### src/rtl/filter_pkg.sv
// Shared types and helpers for the time-multiplexed FIR filter family.
package filter_pkg;

  typedef enum logic [1:0] {
    ST_IDLE,
    ST_MAC,
    ST_OUT
  } state_t;

  localparam int CTRL_CLR_BIT = 0;

  function automatic int clog2(input int value);
    int r;
    r = 0;
    while ((1 << r) < value) r++;
    return r;
  endfunction

endpackage

### src/rtl/filter_sat.sv
// Arithmetic/logical right shift of a MAC accumulator followed by
// clamping into the YW-bit output range.
module filter_sat #(
  parameter int ACC_W  = 18,
  parameter int YW     = 16,
  parameter int SHIFT  = 0,
  parameter int SIGNED = 0
) (
  input  logic [ACC_W-1:0] acc,
  output logic [YW-1:0]    y
);

  // One spare bit above the wider operand keeps every comparison signed-safe.
  localparam int WW = ((ACC_W > YW) ? ACC_W : YW) + 1;

  localparam logic signed [WW-1:0] S_MAX = {{(WW-YW+1){1'b0}}, {(YW-1){1'b1}}};
  localparam logic signed [WW-1:0] S_MIN = {{(WW-YW+1){1'b1}}, {(YW-1){1'b0}}};
  localparam logic signed [WW-1:0] U_MAX = {{(WW-YW){1'b0}}, {YW{1'b1}}};
  localparam logic signed [WW-1:0] HI    = (SIGNED != 0) ? S_MAX : U_MAX;
  localparam logic signed [WW-1:0] LO    = (SIGNED != 0) ? S_MIN : '0;

  logic signed [WW-1:0] wide;

  always_comb begin
    if (SIGNED != 0) wide = WW'($signed(acc) >>> SHIFT);
    else             wide = WW'(acc >> SHIFT);
    y = wide[YW-1:0];
    if (wide > HI)      y = HI[YW-1:0];
    else if (wide < LO) y = LO[YW-1:0];
  end

endmodule

### src/rtl/filter_mac.sv
// Parametrised FIR filter: one multiplier iterated over TAPS coefficients per
// accepted sample, with CPU-written coefficients, input mask and history clear.
module filter_mac
  import filter_pkg::*;
#(
  parameter int TAPS   = 8,
  parameter int XW     = 8,
  parameter int CW     = 8,
  parameter int YW     = 16,
  parameter int SHIFT  = 0,
  parameter int SIGNED = 0,
  parameter int AW     = 16
) (
  input  logic          clock,
  input  logic          rst,
  input  logic          w_en_n,
  input  logic [AW-1:0] addr,
  input  logic [CW-1:0] p,
  output logic          cfg_drop,
  input  logic          x_valid,
  output logic          x_ready,
  input  logic [XW-1:0] x,
  output logic          y_valid,
  input  logic          y_ready,
  output logic [YW-1:0] y,
  output logic          busy
);

  localparam int KW    = clog2(TAPS);
  localparam int ACC_W = XW + CW + clog2(TAPS);

  localparam logic [AW-1:0] MASK_ADDR = AW'(TAPS);
  localparam logic [AW-1:0] CTRL_ADDR = AW'(TAPS + 1);
  localparam logic [KW-1:0] LAST_K    = KW'(TAPS - 1);

  state_t state, state_next;

  logic [CW-1:0]    coef [TAPS];
  logic [XW-1:0]    hist [TAPS];
  logic [XW-1:0]    mask;
  logic [XW-1:0]    mask_eff;
  logic [ACC_W-1:0] acc;
  logic [ACC_W-1:0] prod;
  logic [ACC_W-1:0] acc_sum;
  logic [KW-1:0]    k;
  logic [YW-1:0]    y_sat;

  logic wr_idle;
  logic wr_coef;
  logic wr_mask;
  logic wr_clr;
  logic accept;

  assign wr_idle  = !w_en_n && (state == ST_IDLE);
  assign wr_coef  = wr_idle && (addr < MASK_ADDR);
  assign wr_mask  = wr_idle && (addr == MASK_ADDR);
  assign wr_clr   = wr_idle && (addr == CTRL_ADDR) && p[CTRL_CLR_BIT];
  assign accept   = x_ready && x_valid;
  // A mask written in the accept cycle already applies to that sample.
  assign mask_eff = wr_mask ? p[XW-1:0] : mask;

  always_comb begin
    if (SIGNED != 0) prod = ACC_W'($signed(coef[k])) * ACC_W'($signed(hist[k]));
    else             prod = ACC_W'(coef[k]) * ACC_W'(hist[k]);
    acc_sum = acc + prod;
  end

  filter_sat #(
    .ACC_W (ACC_W),
    .YW    (YW),
    .SHIFT (SHIFT),
    .SIGNED(SIGNED)
  ) u_sat (
    .acc(acc_sum),
    .y  (y_sat)
  );

  always_ff @(posedge clock or posedge rst) begin
    if (rst) state <= ST_IDLE;
    else     state <= state_next;
  end

  always_comb begin
    state_next = state;
    x_ready    = 1'b0;
    busy       = 1'b0;
    case (state)
      ST_IDLE: begin
        x_ready = 1'b1;
        if (x_valid) state_next = ST_MAC;
      end
      ST_MAC: begin
        busy = 1'b1;
        if (k == LAST_K) state_next = ST_OUT;
      end
      ST_OUT: begin
        busy = 1'b1;
        if (y_ready) state_next = ST_IDLE;
      end
      default: state_next = ST_IDLE;
    endcase
  end

  always_ff @(posedge clock or posedge rst) begin
    if (rst) begin
      for (int i = 0; i < TAPS; i++) begin
        coef[i] <= '0;
        hist[i] <= '0;
      end
      mask     <= '1;
      acc      <= '0;
      k        <= '0;
      y        <= '0;
      y_valid  <= 1'b0;
      cfg_drop <= 1'b0;
    end else begin
      cfg_drop <= !w_en_n && (state != ST_IDLE);
      if (wr_coef) coef[addr[KW-1:0]] <= p;
      if (wr_mask) mask <= p[XW-1:0];

      // A clear in the accept cycle leaves only the new sample in the history.
      if (accept) begin
        hist[0] <= x & mask_eff;
        for (int i = 1; i < TAPS; i++) hist[i] <= wr_clr ? '0 : hist[i-1];
        acc <= '0;
        k   <= '0;
      end else if (wr_clr) begin
        for (int i = 0; i < TAPS; i++) hist[i] <= '0;
      end

      if (state == ST_MAC) begin
        acc <= acc_sum;
        k   <= k + 1'b1;
        if (k == LAST_K) begin
          y       <= y_sat;
          y_valid <= 1'b1;
        end
      end

      if ((state == ST_OUT) && y_ready) y_valid <= 1'b0;
    end
  end

endmodule
### config.mk
export PLATFORM = sky130hd
export DESIGN_NAME = filter_mac
export DESIGN_NICKNAME = d
export VERILOG_FILES = /design/src/rtl/filter_pkg.sv /design/src/rtl/filter_sat.sv /design/src/rtl/filter_mac.sv
export SDC_FILE = /design/constraint.sdc
export NUM_CORES = 1
export LEC_CHECK = 0
export CORE_ASPECT_RATIO = 1.1
export CORE_MARGIN = 8
export CORE_UTILIZATION = 30
export CTS_CLUSTER_DIAMETER = 30
export DETAILED_ROUTE_END_ITERATION = 10
export SYNTH_ARGS = -nofsm -noshare
export SYNTH_HDL_FRONTEND = slang
export SYNTH_SLANG_ARGS = --single-unit
### constraint.sdc
create_clock -name clock -period 15.32 [get_ports clock]
set_input_delay 3.83 -clock clock [delete_from_list [all_inputs] [get_ports clock]]
set_output_delay 3.83 -clock clock [all_outputs]
set_load 0.005 [all_outputs]
==> run_results.csv <==
group,metric,value,unit
run_status,status,"complete, no violations",
clocking,cts.sinks,178,
layout,nNetsFinal,1182,
drt,vias,7358,
global_route,grt_pass1_wl,40800,um
drt,drt-pass1-iter-count,5,
placement,dp_hpwl,16800,um
clocking,path_clk_slew,0.08,ns
timing,hold_slack,0.505,ns
synthesis,synth-seq-area-share,0.413,
synthesis,avgSynthCellArea,10.7,sq um
timing,fin_ws,8.27,ns
timing,fmax,0.142,GHz
global_route,use_met2,0.192,
global_route,grt_max_degree,101,
clocking,hold_buffers,0,
min_path,hp-start,"coef[36]$_DFFE_PP0P_",
critical_path,critPathMaxFanout,30,
drt,antenna_left,0,
timing,worstMarginPinSlew,1.14,ns
timing,rsz0062_at_grt,"false",
global_route,grt_util_all_layers,0.118,
critical_path,slowest_stage,"a211oi_4",
critical_path,rrSetupSlack,8.27,ns
placement,place_ws,8.25,ns
critical_path,cp_top_family,"adder cells",
timing,min_period,7.05,ns
floorplan,io_pins,57,
min_path,hold_end,"coef[36]$_DFFE_PP0P_",
clocking,clockBufferDepth,2,
min_path,hold_class,"reg -> reg",
synthesis,yosysUniqueCellTypes,62,
drt,drt_iter0_markers,519,
pwr,p_per_area,99.6,nW/um^2
timing,period_share,0.460,
clocking,cts_tree,"done",
synthesis,synthArstFlopShare,1.00,
layout,antenna_cells,0,
critical_path,reg2regPathDepth,19,
timing,skew,0.0125,ns
clocking,cts_buffers,17,
global_route,top_usage_layer,"met2",
placement,place_congestion,0.801,
floorplan,initial_core_util,0.302,
clocking,cts-root-buf,"clkbuf_16",
drt,vias_per_cell,4.75,
synthesis,syn_nets,1148,
placement,dpl.cell_count,1517,
placement,io_buffers,56,
min_path,min_path_cells,1,
global_route,grt_use_met3,0.0219,
synthesis,synth-edff-count,0,
timing,finalMaxSlewViolations,0,
synthesis,synth.cell_area,10800,sq um
critical_path,worstPathCellList,"buf_4 -> mux4_2 -> mux2i_1 -> nor2_1 -> fa_1 -> inv_1 -> fa_1 -> inv_1 -> fa_1 -> inv_1 -> fa_1 -> inv_1 -> ha_1 -> a21oi_1 -> o211a_1 -> nor3_1 -> or4_4 -> a211oi_4 -> a31oi_1",
global_route,antenna_found_initial,0,
layout,n_fill_cell,3620,
global_route,grt_overflow_total,0,
timing,slew_headroom,0.243,
pwr,power_leakage,5.69,nW
layout,stdcell_count,1549,
critical_path,r2r-end,"y[10]$_DFFE_PP0P_",
layout,final_core_util,0.348,
drt,drc,0,
global_route,grt_pass1_vias,7744,
synthesis,yosys_register_bits,178,
floorplan,num_rows,73,
floorplan,dieHeight,215,um
layout,mostFrequentLayoutCells,"dfrtp_1, nand2_1, inv_1, mux2_2",
drt,wire_per_inst,15.5,um
critical_path,arrival,7.32,ns
global_route,use_met1,0.158,
floorplan,die_area,42400,sq um
clocking,htree_levels,4,
synthesis,ys.flop_type,"dfrtp_1",
timing,hold_violations,0,
layout,final_common_cell,"dfrtp_1",
critical_path,critPathLaunchType,"flop",
timing,finalSetupTns,0,ns
synthesis,synthCells,1015,
pwr,ir_drop,0.0000673,V
critical_path,cp.required,15.59,ns
floorplan,core_area,35800,sq um
timing,setup_viol,0,
job,drv_cap,0,
critical_path,crit_type,"reg -> reg",
clocking,postCtsSetupBuffers,0,
clocking,clk_latency,0.43,ns
critical_path,reg2reg_from,"k[0]$_DFFE_PP0P_",
synthesis,yosys_warnings,0,
critical_path,cpPeakStageDelay,0.75,ns
layout,drive_above_1_share,0.187,
clocking,cts_resized,0,
floorplan,die_x,197,um
critical_path,cp_num_buf_inv,5,
drt,routed_wl,24000,um
critical_path,end_kind,"flop",
layout,syn_to_final_growth,15.0,%
## cells by family after synthesis
group | count (synthesis) | synth area share
adders and majority gates | 96 | 0.146
buffers and inverters | 151 | 0.0559
and+or+nand+nor | 313 | 0.132
AOI/OAI and AO/OA | 142 | 0.0841
xor gates and xnor gates | 11 | 0.00891
muxes | 124 | 0.160
DFF | 178 | 0.413
## where the power goes
group | switching [W] | internal, W
combinational | 0.000153 | 0.000110
clock | 0.000207 | 0.000256
sequential | 0.0000191 | 0.000495
## cell usage after synthesis, types with 4 or more instances
master	instances	area (sq um)
a21oi_1	74	370
a21oi_2	10	87.6
a31oi_1	4	25.0
and3_1	5	31.3
buf_1	4	15.0
buf_2	5	25.0
clkbuf_1	33	124
dfrtp_1	170	4250
dfstp_2	8	210
fa_1	50	1000
ha_1	46	576
inv_1	104	390
mux2_2	75	845
mux2i_1	17	170
mux4_2	32	721
nand2_1	159	597
nand2b_1	16	100
nand3_1	19	95.1
nor2_1	74	278
o211ai_1	4	30.0
o21a_1	4	30.0
o21ai_0	14	70.1
o31ai_1	13	97.6
or2_2	9	56.3
xnor2_1	5	43.8
xor2_1	6	52.6
## sequential cells by signal (all words and copies together), names as in the netlist
name      cells
state         2
cfg_drop      1
y_valid       1
hist         64
mask          8
y            16
coef         64
k             3
acc          19
## how the worst max path moves through the flow
stage	from	end	slack, ns	depth (start not counted)
after detailed placement	k[0]$_DFFE_PP0P_	y[10]$_DFFE_PP0P_	8.25	19
final	k[0]$_DFFE_PP0P_	y[10]$_DFFE_PP0P_	8.27	19
after floorplan	rst	acc[0]$_DFFE_PP0P_	6.67	1
after global placement	k[0]$_DFFE_PP0P_	y[11]$_DFFE_PP0P_	8.31	18
after CTS	k[0]$_DFFE_PP0P_	y[10]$_DFFE_PP0P_	8.23	19
after global routing	k[0]$_DFFE_PP0P_	y[14]$_DFFE_PP0P_	7.83	19
## through the flow
step | total power (W) | instance area, sq um
floorplan | 0.000686 | 10800
global placement | 0.000790 | 11800
detailed placement | 0.000793 | 11800
CTS | 0.00126 | 12400
global route | 0.00130 | 12400
finish | 0.00124 | 12400
## layer usage
layer,part of all wire,vias up
met5,0,-
met4,0.013,0
met3,0.029,25
met2,0.48,103
met1,0.48,3752
li1,-,3478
## cell type report
cell class                      count  area, sq um  area share
Clock buffer                       19          453      0.0364
Clock inverter                     13          163      0.0131
Inverter                          104          395      0.0318
Multi-Input combinational cell    686         5750       0.462
Sequential cell                   178         4470       0.359
Tap cell                          487          609      0.0490
Timing Repair Buffer               62          606      0.0487
No activity file was read; power rests on OpenSTA's default activity.
